`src/rtl/writeback_arbiter_if.sv`:
```
// writeback_arbiter_if
//   Bundles the result handshakes from the integer ALU and the FPU, the
//   retire controls, and the register-file write port of writeback_arbiter.
//   Optional feature macro: WB_PENDING_EN (adds the 64-bit pending vector).
// Signals
//   alu_valid/alu_ready/alu_instruction/alu_result  ALU result handshake
//   fpu_valid/fpu_ready/fpu_instruction/fpu_result  FPU result handshake
//   wb_stall, flush                                 retire controls
//   instruction, write_data, RegWrite               register-file write port
//   fifo_count                                      buffer occupancy
//   pending (WB_PENDING_EN)                         {fp,rd} writes still queued
// Modports
//   master : the arbiter (drives readies and the write port)
//   slave  : the producers / register file side
interface writeback_arbiter_if #(
  parameter int DEPTH = 4,
  parameter int XLEN  = 64
);
  localparam int CW = $clog2(DEPTH) + 1;

  logic            alu_valid;
  logic            alu_ready;
  logic [31:0]     alu_instruction;
  logic [XLEN-1:0] alu_result;
  logic            fpu_valid;
  logic            fpu_ready;
  logic [31:0]     fpu_instruction;
  logic [XLEN-1:0] fpu_result;
  logic            wb_stall;
  logic            flush;
  logic [31:0]     instruction;
  logic [XLEN-1:0] write_data;
  logic            RegWrite;
  logic [CW-1:0]   fifo_count;
`ifdef WB_PENDING_EN
  logic [63:0]     pending;
`endif

`ifdef WB_PENDING_EN
  modport master (
    input  alu_valid, alu_instruction, alu_result,
    input  fpu_valid, fpu_instruction, fpu_result,
    input  wb_stall, flush,
    output alu_ready, fpu_ready,
    output instruction, write_data, RegWrite, fifo_count, pending
  );
  modport slave (
    output alu_valid, alu_instruction, alu_result,
    output fpu_valid, fpu_instruction, fpu_result,
    output wb_stall, flush,
    input  alu_ready, fpu_ready,
    input  instruction, write_data, RegWrite, fifo_count, pending
  );
`else
  modport master (
    input  alu_valid, alu_instruction, alu_result,
    input  fpu_valid, fpu_instruction, fpu_result,
    input  wb_stall, flush,
    output alu_ready, fpu_ready,
    output instruction, write_data, RegWrite, fifo_count
  );
  modport slave (
    output alu_valid, alu_instruction, alu_result,
    output fpu_valid, fpu_instruction, fpu_result,
    output wb_stall, flush,
    input  alu_ready, fpu_ready,
    input  instruction, write_data, RegWrite, fifo_count
  );
`endif
endinterface

```
`src/rtl/writeback_arbiter.sv`:
```
// writeback_arbiter
//   Write-side master of the 64-entry register file (x0-x31, f0-f31).
//   Arbitrates completed results from the ALU and FPU (alternating on ties),
//   buffers them in a DEPTH-entry FIFO and retires at most one per cycle onto
//   the instruction / write_data / RegWrite port. rd = instruction[11:7];
//   opcode 7'b1010011 selects the FP bank. Writes to integer x0 still take a
//   retire slot but do not raise RegWrite.
//   Optional feature macro: WB_PENDING_EN (drives wb.pending).
// Ports
//   clk    rising-edge clock
//   rst_n  asynchronous active-low reset
//   wb     writeback_arbiter_if.master (handshakes, controls, write port)
module writeback_arbiter #(
  parameter int DEPTH = 4,
  parameter int XLEN  = 64
) (
  input  logic                 clk,
  input  logic                 rst_n,
  writeback_arbiter_if.master  wb
);
  localparam int PW = $clog2(DEPTH);
  localparam int CW = PW + 1;
  localparam logic [6:0]    OP_FP   = 7'b1010011;
  localparam logic [CW-1:0] FULL_CT = CW'(DEPTH);

  logic [PW-1:0]   rd_ptr_q, wr_ptr_q;
  logic [CW-1:0]   count_q;
  logic            last_fpu_q;
  logic            regwrite_q;
  logic [31:0]     instr_q;
  logic [XLEN-1:0] data_q;

  logic [31:0]     mem_instr [DEPTH];
  logic [XLEN-1:0] mem_data  [DEPTH];

  logic            pop, retire, space;
  logic            grant_alu, grant_fpu;
  logic            alu_ready_d, fpu_ready_d;
  logic            push_alu, push_fpu, push;
  logic [31:0]     push_instr;
  logic [XLEN-1:0] push_data;
  logic [31:0]     head_instr;
  logic [XLEN-1:0] head_data;
  logic            head_writes;

  always_comb begin
    pop    = !wb.wb_stall && (count_q != '0);
    // flush overrides the pop that the ready equation still sees
    retire = pop && !wb.flush;
    space  = (count_q < FULL_CT) || pop;

    // On a tie the source that did not win last time is granted
    grant_alu = wb.alu_valid && (!wb.fpu_valid || last_fpu_q);
    grant_fpu = wb.fpu_valid && !grant_alu;

    alu_ready_d = grant_alu && !wb.flush && space;
    fpu_ready_d = grant_fpu && !wb.flush && space;

    push_alu = wb.alu_valid && alu_ready_d;
    push_fpu = wb.fpu_valid && fpu_ready_d;
    push     = push_alu || push_fpu;

    push_instr = push_fpu ? wb.fpu_instruction : wb.alu_instruction;
    push_data  = push_fpu ? wb.fpu_result      : wb.alu_result;

    head_instr  = mem_instr[rd_ptr_q];
    head_data   = mem_data[rd_ptr_q];
    // integer x0 retires silently; f0 is a real register
    head_writes = (head_instr[6:0] == OP_FP) || (head_instr[11:7] != 5'd0);
  end

  always_ff @(posedge clk or negedge rst_n) begin
    if (!rst_n) begin
      rd_ptr_q   <= '0;
      wr_ptr_q   <= '0;
      count_q    <= '0;
      last_fpu_q <= 1'b1;
      regwrite_q <= 1'b0;
      instr_q    <= '0;
      data_q     <= '0;
    end else if (wb.flush) begin
      rd_ptr_q   <= '0;
      wr_ptr_q   <= '0;
      count_q    <= '0;
      regwrite_q <= 1'b0;
    end else begin
      if (push) begin
        wr_ptr_q   <= wr_ptr_q + PW'(1);
        last_fpu_q <= push_fpu;
      end
      if (retire) begin
        rd_ptr_q   <= rd_ptr_q + PW'(1);
        instr_q    <= head_instr;
        data_q     <= head_data;
        regwrite_q <= head_writes;
      end else begin
        regwrite_q <= 1'b0;
      end
      case ({push, retire})
        2'b10:   count_q <= count_q + CW'(1);
        2'b01:   count_q <= count_q - CW'(1);
        default: count_q <= count_q;
      endcase
    end
  end

  // Payload storage needs no reset; occupancy is tracked by count/pointers
  always_ff @(posedge clk) begin
    if (push) begin
      mem_instr[wr_ptr_q] <= push_instr;
      mem_data[wr_ptr_q]  <= push_data;
    end
  end

  assign wb.alu_ready   = alu_ready_d;
  assign wb.fpu_ready   = fpu_ready_d;
  assign wb.instruction = instr_q;
  assign wb.write_data  = data_q;
  assign wb.RegWrite    = regwrite_q;
  assign wb.fifo_count  = count_q;

`ifdef WB_PENDING_EN
  logic [63:0]   pending_d;
  logic [PW-1:0] offs;
  logic          ent_fp;
  logic [4:0]    ent_rd;

  // Entry i is occupied when its distance from the read pointer is below count
  always_comb begin
    pending_d = '0;
    offs      = '0;
    ent_fp    = 1'b0;
    ent_rd    = '0;
    for (int i = 0; i < DEPTH; i++) begin
      offs   = PW'(i) - rd_ptr_q;
      ent_fp = (mem_instr[i][6:0] == OP_FP);
      ent_rd = mem_instr[i][11:7];
      if (({1'b0, offs} < count_q) && (ent_fp || (ent_rd != 5'd0))) begin
        pending_d[{ent_fp, ent_rd}] = 1'b1;
      end
    end
  end

  assign wb.pending = pending_d;
`endif

endmodule
```
`src/flat_wrapper.sv`:
```
// flat-port wrapper written by rule: the top's interface ports become plain ports
module writeback_arbiter_flat 
#(
  parameter int DEPTH = 4,
  parameter int XLEN  = 64
)
  (clk, rst_n, wb_alu_valid, wb_alu_instruction, wb_alu_result, wb_fpu_valid, wb_fpu_instruction, wb_fpu_result, wb_wb_stall, wb_flush, wb_alu_ready, wb_fpu_ready, wb_instruction, wb_write_data, wb_RegWrite, wb_fifo_count);
  writeback_arbiter_if #(.DEPTH(DEPTH), .XLEN(XLEN)) wb_i ();
  input  logic clk;
  input  logic rst_n;
  input wire logic [$bits(wb_i.alu_valid)-1:0] wb_alu_valid;
  input wire logic [$bits(wb_i.alu_instruction)-1:0] wb_alu_instruction;
  input wire logic [$bits(wb_i.alu_result)-1:0] wb_alu_result;
  input wire logic [$bits(wb_i.fpu_valid)-1:0] wb_fpu_valid;
  input wire logic [$bits(wb_i.fpu_instruction)-1:0] wb_fpu_instruction;
  input wire logic [$bits(wb_i.fpu_result)-1:0] wb_fpu_result;
  input wire logic [$bits(wb_i.wb_stall)-1:0] wb_wb_stall;
  input wire logic [$bits(wb_i.flush)-1:0] wb_flush;
  output wire logic [$bits(wb_i.alu_ready)-1:0] wb_alu_ready;
  output wire logic [$bits(wb_i.fpu_ready)-1:0] wb_fpu_ready;
  output wire logic [$bits(wb_i.instruction)-1:0] wb_instruction;
  output wire logic [$bits(wb_i.write_data)-1:0] wb_write_data;
  output wire logic [$bits(wb_i.RegWrite)-1:0] wb_RegWrite;
  output wire logic [$bits(wb_i.fifo_count)-1:0] wb_fifo_count;
  assign wb_i.alu_valid = wb_alu_valid;
  assign wb_i.alu_instruction = wb_alu_instruction;
  assign wb_i.alu_result = wb_alu_result;
  assign wb_i.fpu_valid = wb_fpu_valid;
  assign wb_i.fpu_instruction = wb_fpu_instruction;
  assign wb_i.fpu_result = wb_fpu_result;
  assign wb_i.wb_stall = wb_wb_stall;
  assign wb_i.flush = wb_flush;
  assign wb_alu_ready = wb_i.alu_ready;
  assign wb_fpu_ready = wb_i.fpu_ready;
  assign wb_instruction = wb_i.instruction;
  assign wb_write_data = wb_i.write_data;
  assign wb_RegWrite = wb_i.RegWrite;
  assign wb_fifo_count = wb_i.fifo_count;
  writeback_arbiter #(.DEPTH(DEPTH), .XLEN(XLEN)) u_core (.clk(clk), .rst_n(rst_n), .wb(wb_i));
endmodule
```
`config.mk`:
```
export PLATFORM = sky130hd
export DESIGN_NAME = writeback_arbiter_flat
export DESIGN_NICKNAME = d
export VERILOG_FILES = /design/src/rtl/writeback_arbiter_if.sv /design/src/rtl/writeback_arbiter.sv /design/src/flat_wrapper.sv
export SDC_FILE = /design/constraint.sdc
export NUM_CORES = 1
export LEC_CHECK = 0
export BUFFER_PORTS_ARGS = -buffer_cell sky130_fd_sc_hd__clkbuf_2
export CAP_MARGIN = 0
export CORE_MARGIN = 4
export CORE_UTILIZATION = 30
export CTS_CLUSTER_DIAMETER = 100
export DETAILED_ROUTE_END_ITERATION = 7
export GPL_TIMING_DRIVEN = 0
export PLACE_DENSITY = 0.44
export SYNTH_ARGS = -nofsm -noshare
export SYNTH_HDL_FRONTEND = slang
export SYNTH_SLANG_ARGS = --single-unit
export TNS_END_PERCENT = 5
```
`constraint.sdc`:
```
create_clock -name clk -period 7.65 [get_ports clk]
set_clock_uncertainty 0.2 [all_clocks]
set_input_delay 0.3825 -clock clk [delete_from_list [all_inputs] [get_ports clk]]
set_output_delay 0.3825 -clock clk [all_outputs]
set_load 0.05 [all_outputs]
```
# == After elaboration in Yosys (flattened, before gate mapping) ==
# Memories as Yosys holds them, arrays and structs flattened. A register that Yosys moved wholly into a read port is not among the register bits.
# Index checks and enable logic that the tools add are counted.
# totals
regBits,41
mem_bits_rw,384
output_inout_bits,102
elab_cells,55
memories,2
# op_classes
add_sub_neg,4
order_cmp,1
n_eq_ne,3
n_mux,12
bitwise_logic,1
n_reduce_logical,26
# mem_list
memory,words,word_bits,read_ports,rd_clocked_by_memory_dff,wr,line_no,rtl
u_core.mem_data,4,64,1,1,1,writeback_arbiter.sv:34,logic [XLEN-1:0] mem_data [DEPTH];
u_core.mem_instr,4,32,1,0,1,writeback_arbiter.sv:33,logic [31:0] mem_instr [DEPTH];
# op_table
operator,count
2-to-1 mux 64 bit,1
2-to-1 mux 32 bit,1
logical AND 1 bit,10
2-to-1 mux 2 bit,4
== test 7 bit (second input constant),1
case mux 3 bit (2 select lines),1
nonzero test 3 bit,2
logical NOT 1 bit,5
nonzero test 5 bit,1
adder 2 x 1 -> 2 bit (second input constant),2
logical OR 1 bit,4
2-to-1 mux 1 bit,4
AND reduction 2 bit,2
nonzero test 2 bit,2
adder 3 x 1 -> 3 bit (second input constant),1
less-than comparator 3 bit (second input constant),1
2-to-1 mux 3 bit,1
subtractor 3 x 1 -> 3 bit (second input constant),1
== test 2 x 1 -> 1 bit (second input constant),1
== test 2 bit (second input constant),1
NOT 1 bit,1

# == Longest topological paths before layout ==
# depth
depth_word,12
ltp_mapped,7
depth_no_buf,6

# == Least setup slack after synthesis ==
# Ideal clock, no wire load.
# synth_timing
path_kind,reg2reg
startpoint,"reg u_core.count_q[2], in the netlist u_core.wb.fifo_count[2]"
endpoint,"mem u_core.mem_data[0][0], enable pin"
setup_time_ns,0.466
arrival_ns,3.392
required_ns,6.984
slack_ns,3.592
path_stages_with_launch,4
path_buffers,1
period_less_slack_ns,4.058
cell_sequence,dfrtp_1 a21oi_1 clkbuf_1 and3_1
# synth_via
elab_chain_cells,8
word_cells_on_any_way,11
cone_classes,order compare (1); mux (2); reduce/logical (8)
# synth_rtl
item,line_no,rtl
from (decl),writeback_arbiter.sv:27,logic [CW-1:0] count_q;
from (signal assigned),writeback_arbiter.sv:100,2'b10: count_q <= count_q + CW'(1);
from (signal assigned),writeback_arbiter.sv:101,2'b01: count_q <= count_q - CW'(1);
from (signal assigned),writeback_arbiter.sv:102,default: count_q <= count_q;
"parallel branches: the longest is 2 deep, another holds less-than comparator 3 bit",n/a,
logical OR 1 bit (*),writeback_arbiter.sv:50,space = (count_q < FULL_CT) || pop;
"logical AND 1 bit, on equally long branches","writeback_arbiter.sv:56, writeback_arbiter.sv:57",
"logical AND 1 bit, on equally long branches","writeback_arbiter.sv:59, writeback_arbiter.sv:60",
logical OR 1 bit (*),writeback_arbiter.sv:61,push = push_alu || push_fpu;
2-to-1 mux 1 bit (*),writeback_arbiter.sv:109,if (push) begin
2-to-1 mux 1 bit (not written as such) (*),writeback_arbiter.sv:111,mem_data[wr_ptr_q] <= push_data;
to (decl),writeback_arbiter.sv:34,
# Every way passes the cells marked *.

# == Worst setup path in the final report ==
# layout_timing
startpoint,in wb_flush
endpoint,out wb_fpu_ready
# layout_via
elab_chain_cells,3
# layout_rtl
item,line_no,rtl
from (decl),flat_wrapper.sv:18,input wire logic [$bits(wb_i.flush)-1:0] wb_flush;
logical NOT 1 bit,writeback_arbiter.sv:57,fpu_ready_d = grant_fpu && !wb.flush && space;
logical AND 1 bit (2 in series),writeback_arbiter.sv:57,
to (decl),flat_wrapper.sv:20,output wire logic [$bits(wb_i.fpu_ready)-1:0] wb_fpu_ready;
# No other way between the ends.

==> results.json <==
{
  "layout_common_cells": "384 x edfxtp_1, 297 x clkbuf_2, 190 x dlygate4sd3_1",
  "final_max_slew_viol_count": 0,
  "crit_path_max_incr_delay_ps": 740,
  "slew_headroom_pct": 21.3,
  "clk_latency_ps": 600,
  "netlist_area_um2": 19100,
  "ys.warnings.count": 0,
  "area_growth_pct": 34.4,
  "fin_crit_sh_pct": 53.0,
  "ys_top_cells_by_area": "edfxtp_1 60%, dfrtp_1 14%, mux4_2 11%, mux2_2 7.6%, mux2_1 3.7%",
  "status": "completed",
  "antenna_found_initial": 5,
  "period_needed_ps": 4050,
  "initial_core_util_pct": 30.3,
  "cts-buffers-inserted": 55,
  "p_leak_nw": 9.37,
  "instances_no_fill": 2324,
  "p_clk_share_pct": 31.0,
  "grt.total_usage_pct": 14.3,
  "cp.required_ps": 7070,
  "num_vias": 10400,
  "coreArea_um2": 63000,
  "yosys.area.top_type": "edfxtp_1",
  "worstReg2RegStart": "u_core.wb.fifo_count[2]$_DFFE_PN0P_",
  "dieArea_um2": 67600,
  "grt-ovfl-total": 0,
  "syn_area_per_cell_um2": 21.8,
  "whs_ps": 68.7,
  "drt-total-wl_um": 48500,
  "fin_util_pct": 40.7,
  "setup-tns-final_ps": 0,
  "cts.repair.resized": 0,
  "post_drt_wl_per_cell_um": 20.9,
  "crit_path_start_kind": "input pin",
  "portBuffers": 297,
  "setup_viol": 0,
  "critPathSlowestCell": "nand3_1",
  "drt_iter0_markers": 462,
  "grt_pass1_wl_um": 71800,
  "yosysTopAreaCellShare_pct": 60.5,
  "ff2ff_setup_slack_ps": 3670,
  "max_freq_ghz": 0.247,
  "place_area_um2": 21900,
  "crit_start": "wb_flush",
  "rsz0062_at_grt": "false",
  "grt_pass1_vias": 11200,
  "drv_cap": 0,
  "p_sw_share_pct": 33.4,
  "fill_cells": 5838,
  "pwr-share-seq_pct": 41.4,
  "end_kind": "output pin",
  "tritoncts": "built",
  "combPwrFrac_pct": 27.6,
  "hpwl_um": 30600,
  "final_common_cell": "edfxtp_1",
  "route.detailed.drc": 0,
  "power.density_nw_per_um2": 331,
  "synth_cells": 875,
  "critical_path_arrival_ps": 3470,
  "firstDrtPassIters": 6,
  "crit_path_max_fanout": 10,
  "drive_above_1_share_pct": 43.9,
  "grt_max_degree": 54,
  "antenna_left": 0,
  "chipHeight_um": 260,
  "internal_power_mw": 5.65,
  "peakVddDrop_uv": 177,
  "fp.dieW_um": 260,
  "synthDistinctLibCells": 39,
  "tightest_slew_ps": 1180,
  "min_from": "wb_alu_instruction[29]",
  "globalplace.congestion": 0.670,
  "holdCritPathClass": "in -> reg",
  "power.switching_mw": 2.84,
  "cts.sinks": 489,
  "cts_buffer_depth": 3,
  "clockRootBuffer": "clkbuf_16",
  "ff_latch_area_um2": 14200,
  "rows": 92,
  "seq_area_frac_synth_pct": 74.3,
  "nNetsFinal": 1632,
  "final_area_um2": 25600,
  "synth_nets": 1078,
  "multi_input_area_um2": 4700,
  "worstSetupPathType": "in -> out",
  "synth_seq_cells": 489,
  "hold_violations": 0,
  "ioPinCount": 300,
  "path_clk_slew_ps": 60,
  "crit_chain": "dlygate4sd3_1, buf_2, a21oi_1, nand3_1, clkbuf_2, buf_2, inv_1, clkbuf_2",
  "h-tree-depth": 2,
  "placed_cells": 2028,
  "vias_per_cell": 4.47
}
==> power groups by stage <==
stage          Sequential [mW]  Clock [mW]  Combinational [mW]
5_1_grt                   3.57        2.84                2.50
2_1_floorplan             4.47           0               0.677
3_5_place_dp              3.58           0                2.30
4_1_cts                   3.53        2.73                2.40
6_report                  3.52        2.63                2.34
3_3_place_gp              3.60           0                2.25
==> registers in the layout (all words and copies together) (netlist names) <==
signal,count
u_core.mem_data,256
u_core.mem_instr,128
u_core.wb.write_data,64
u_core.wb.instruction,32
u_core.wb.fifo_count,3
u_core.rd_ptr_q,2
u_core.wr_ptr_q,2
u_core.last_fpu_q,1
u_core.wb.RegWrite,1
==> cell families after synthesis <==
| family | after synthesis | synth area share, % |
|---|---|---|
| AOI/OAI and AO/OA | 15 | 0.519 |
| adders and majority gates | 5 | 0.368 |
| muxes | 288 | 22.7 |
| xor gates and xnor gates | 1 | 0.0460 |
| DFF | 489 | 74.3 |
| and+or+nand+nor | 27 | 0.893 |
| buffers and inverters | 50 | 1.20 |
==> cell usage after synthesis <==
cell type  count
edfxtp_1     384
mux2_2       129
dfrtp_1      104
mux4_2        96
mux2_1        63
clkbuf_1      23
buf_2         18
o21ai_0        6
and3_1         5
ha_1           4
inv_1          4
nand2_1        4
a21oi_1        3
buf_4          3
nor3_1         3
nor3b_1        3
a2111oi_0      1
a211oi_1       1
and2_1         1
buf_1          1
buf_6          1
dfstp_2        1
fa_1           1
nand2b_1       1
nand3_1        1
nand4b_1       1
nor2b_1        1
nor3_2         1
nor4_1         1
nor4b_1        1
o2111a_1       1
o211a_1        1
o31a_1         1
o31ai_1        1
or2_0          1
or3_1          1
or3b_1         1
or4_1          1
xor2_1         1
==> through the flow <==
stage / setup slack, ps / power [mW]
after floorplan: 3590 / 5.15
after global placement: 982 / 5.86
after detailed placement: 4000 / 5.88
after CTS: 3500 / 8.66
after global routing: 3450 / 8.90
final: 3600 / 8.49
==> what timing repair did <==
action,4_1_cts,5_1_grt
hold buffers,190,0
hold endpoints to repair,432,0
setup endpoints to repair,0,0
setup buffers,0,0
==> per-layer routing <==
| layer | track usage, % | part of all wire [%] | vias to the layer above |
|---|---|---|---|
| met5 | 0 | 0.033 | - |
| met4 | 3.21 | 1.6 | 4 |
| met3 | 3.57 | 6.6 | 63 |
| met2 | 24.1 | 49 | 262 |
| met1 | 18.7 | 43 | 5372 |
| li1 | - | - | 4689 |
==> worst paths after layout <==
| kind | to | cells past startpoint |
|---|---|---|
| worst min-delay path | u_core.mem_instr[3][29]$_DFFE_PP_ | 2 |
| max in group asynchronous | u_core.wb.write_data[8]$_DFFE_PN0P_ | 3 |
| worst max register to register | u_core.mem_data[3][57]$_DFFE_PP_ | 6 |
| worst max-delay path | wb_fpu_ready | 8 |
| min in group asynchronous | u_core.wb.instruction[2]$_DFFE_PN0P_ | 2 |
| worst min register to register | u_core.wb.instruction[1]$_DFFE_PN0P_ | 1 |
==> critical path, delay by kind of cell <==
family / cells / cell delay (ps)
AND/OR/NAND/NOR: 1 / 740
buffers and inverters: 6 / 2140
AO/OA/AOI/OAI: 1 / 180
==> layout make-up <==
| cell class | count | share of cell area, % |
|---|---|---|
| antenna | 2 | 0.0195 |
| buffer | 46 | 0.840 |
| clock buffer | 74 | 5.88 |
| clock inverter | 30 | 1.25 |
| inverter | 4 | 0.0586 |
| multi-input combinational | 336 | 18.3 |
| sequential | 489 | 55.3 |
| tap | 846 | 4.13 |
| timing repair buffer | 497 | 14.2 |
Power figures use the tool's default switching activity.
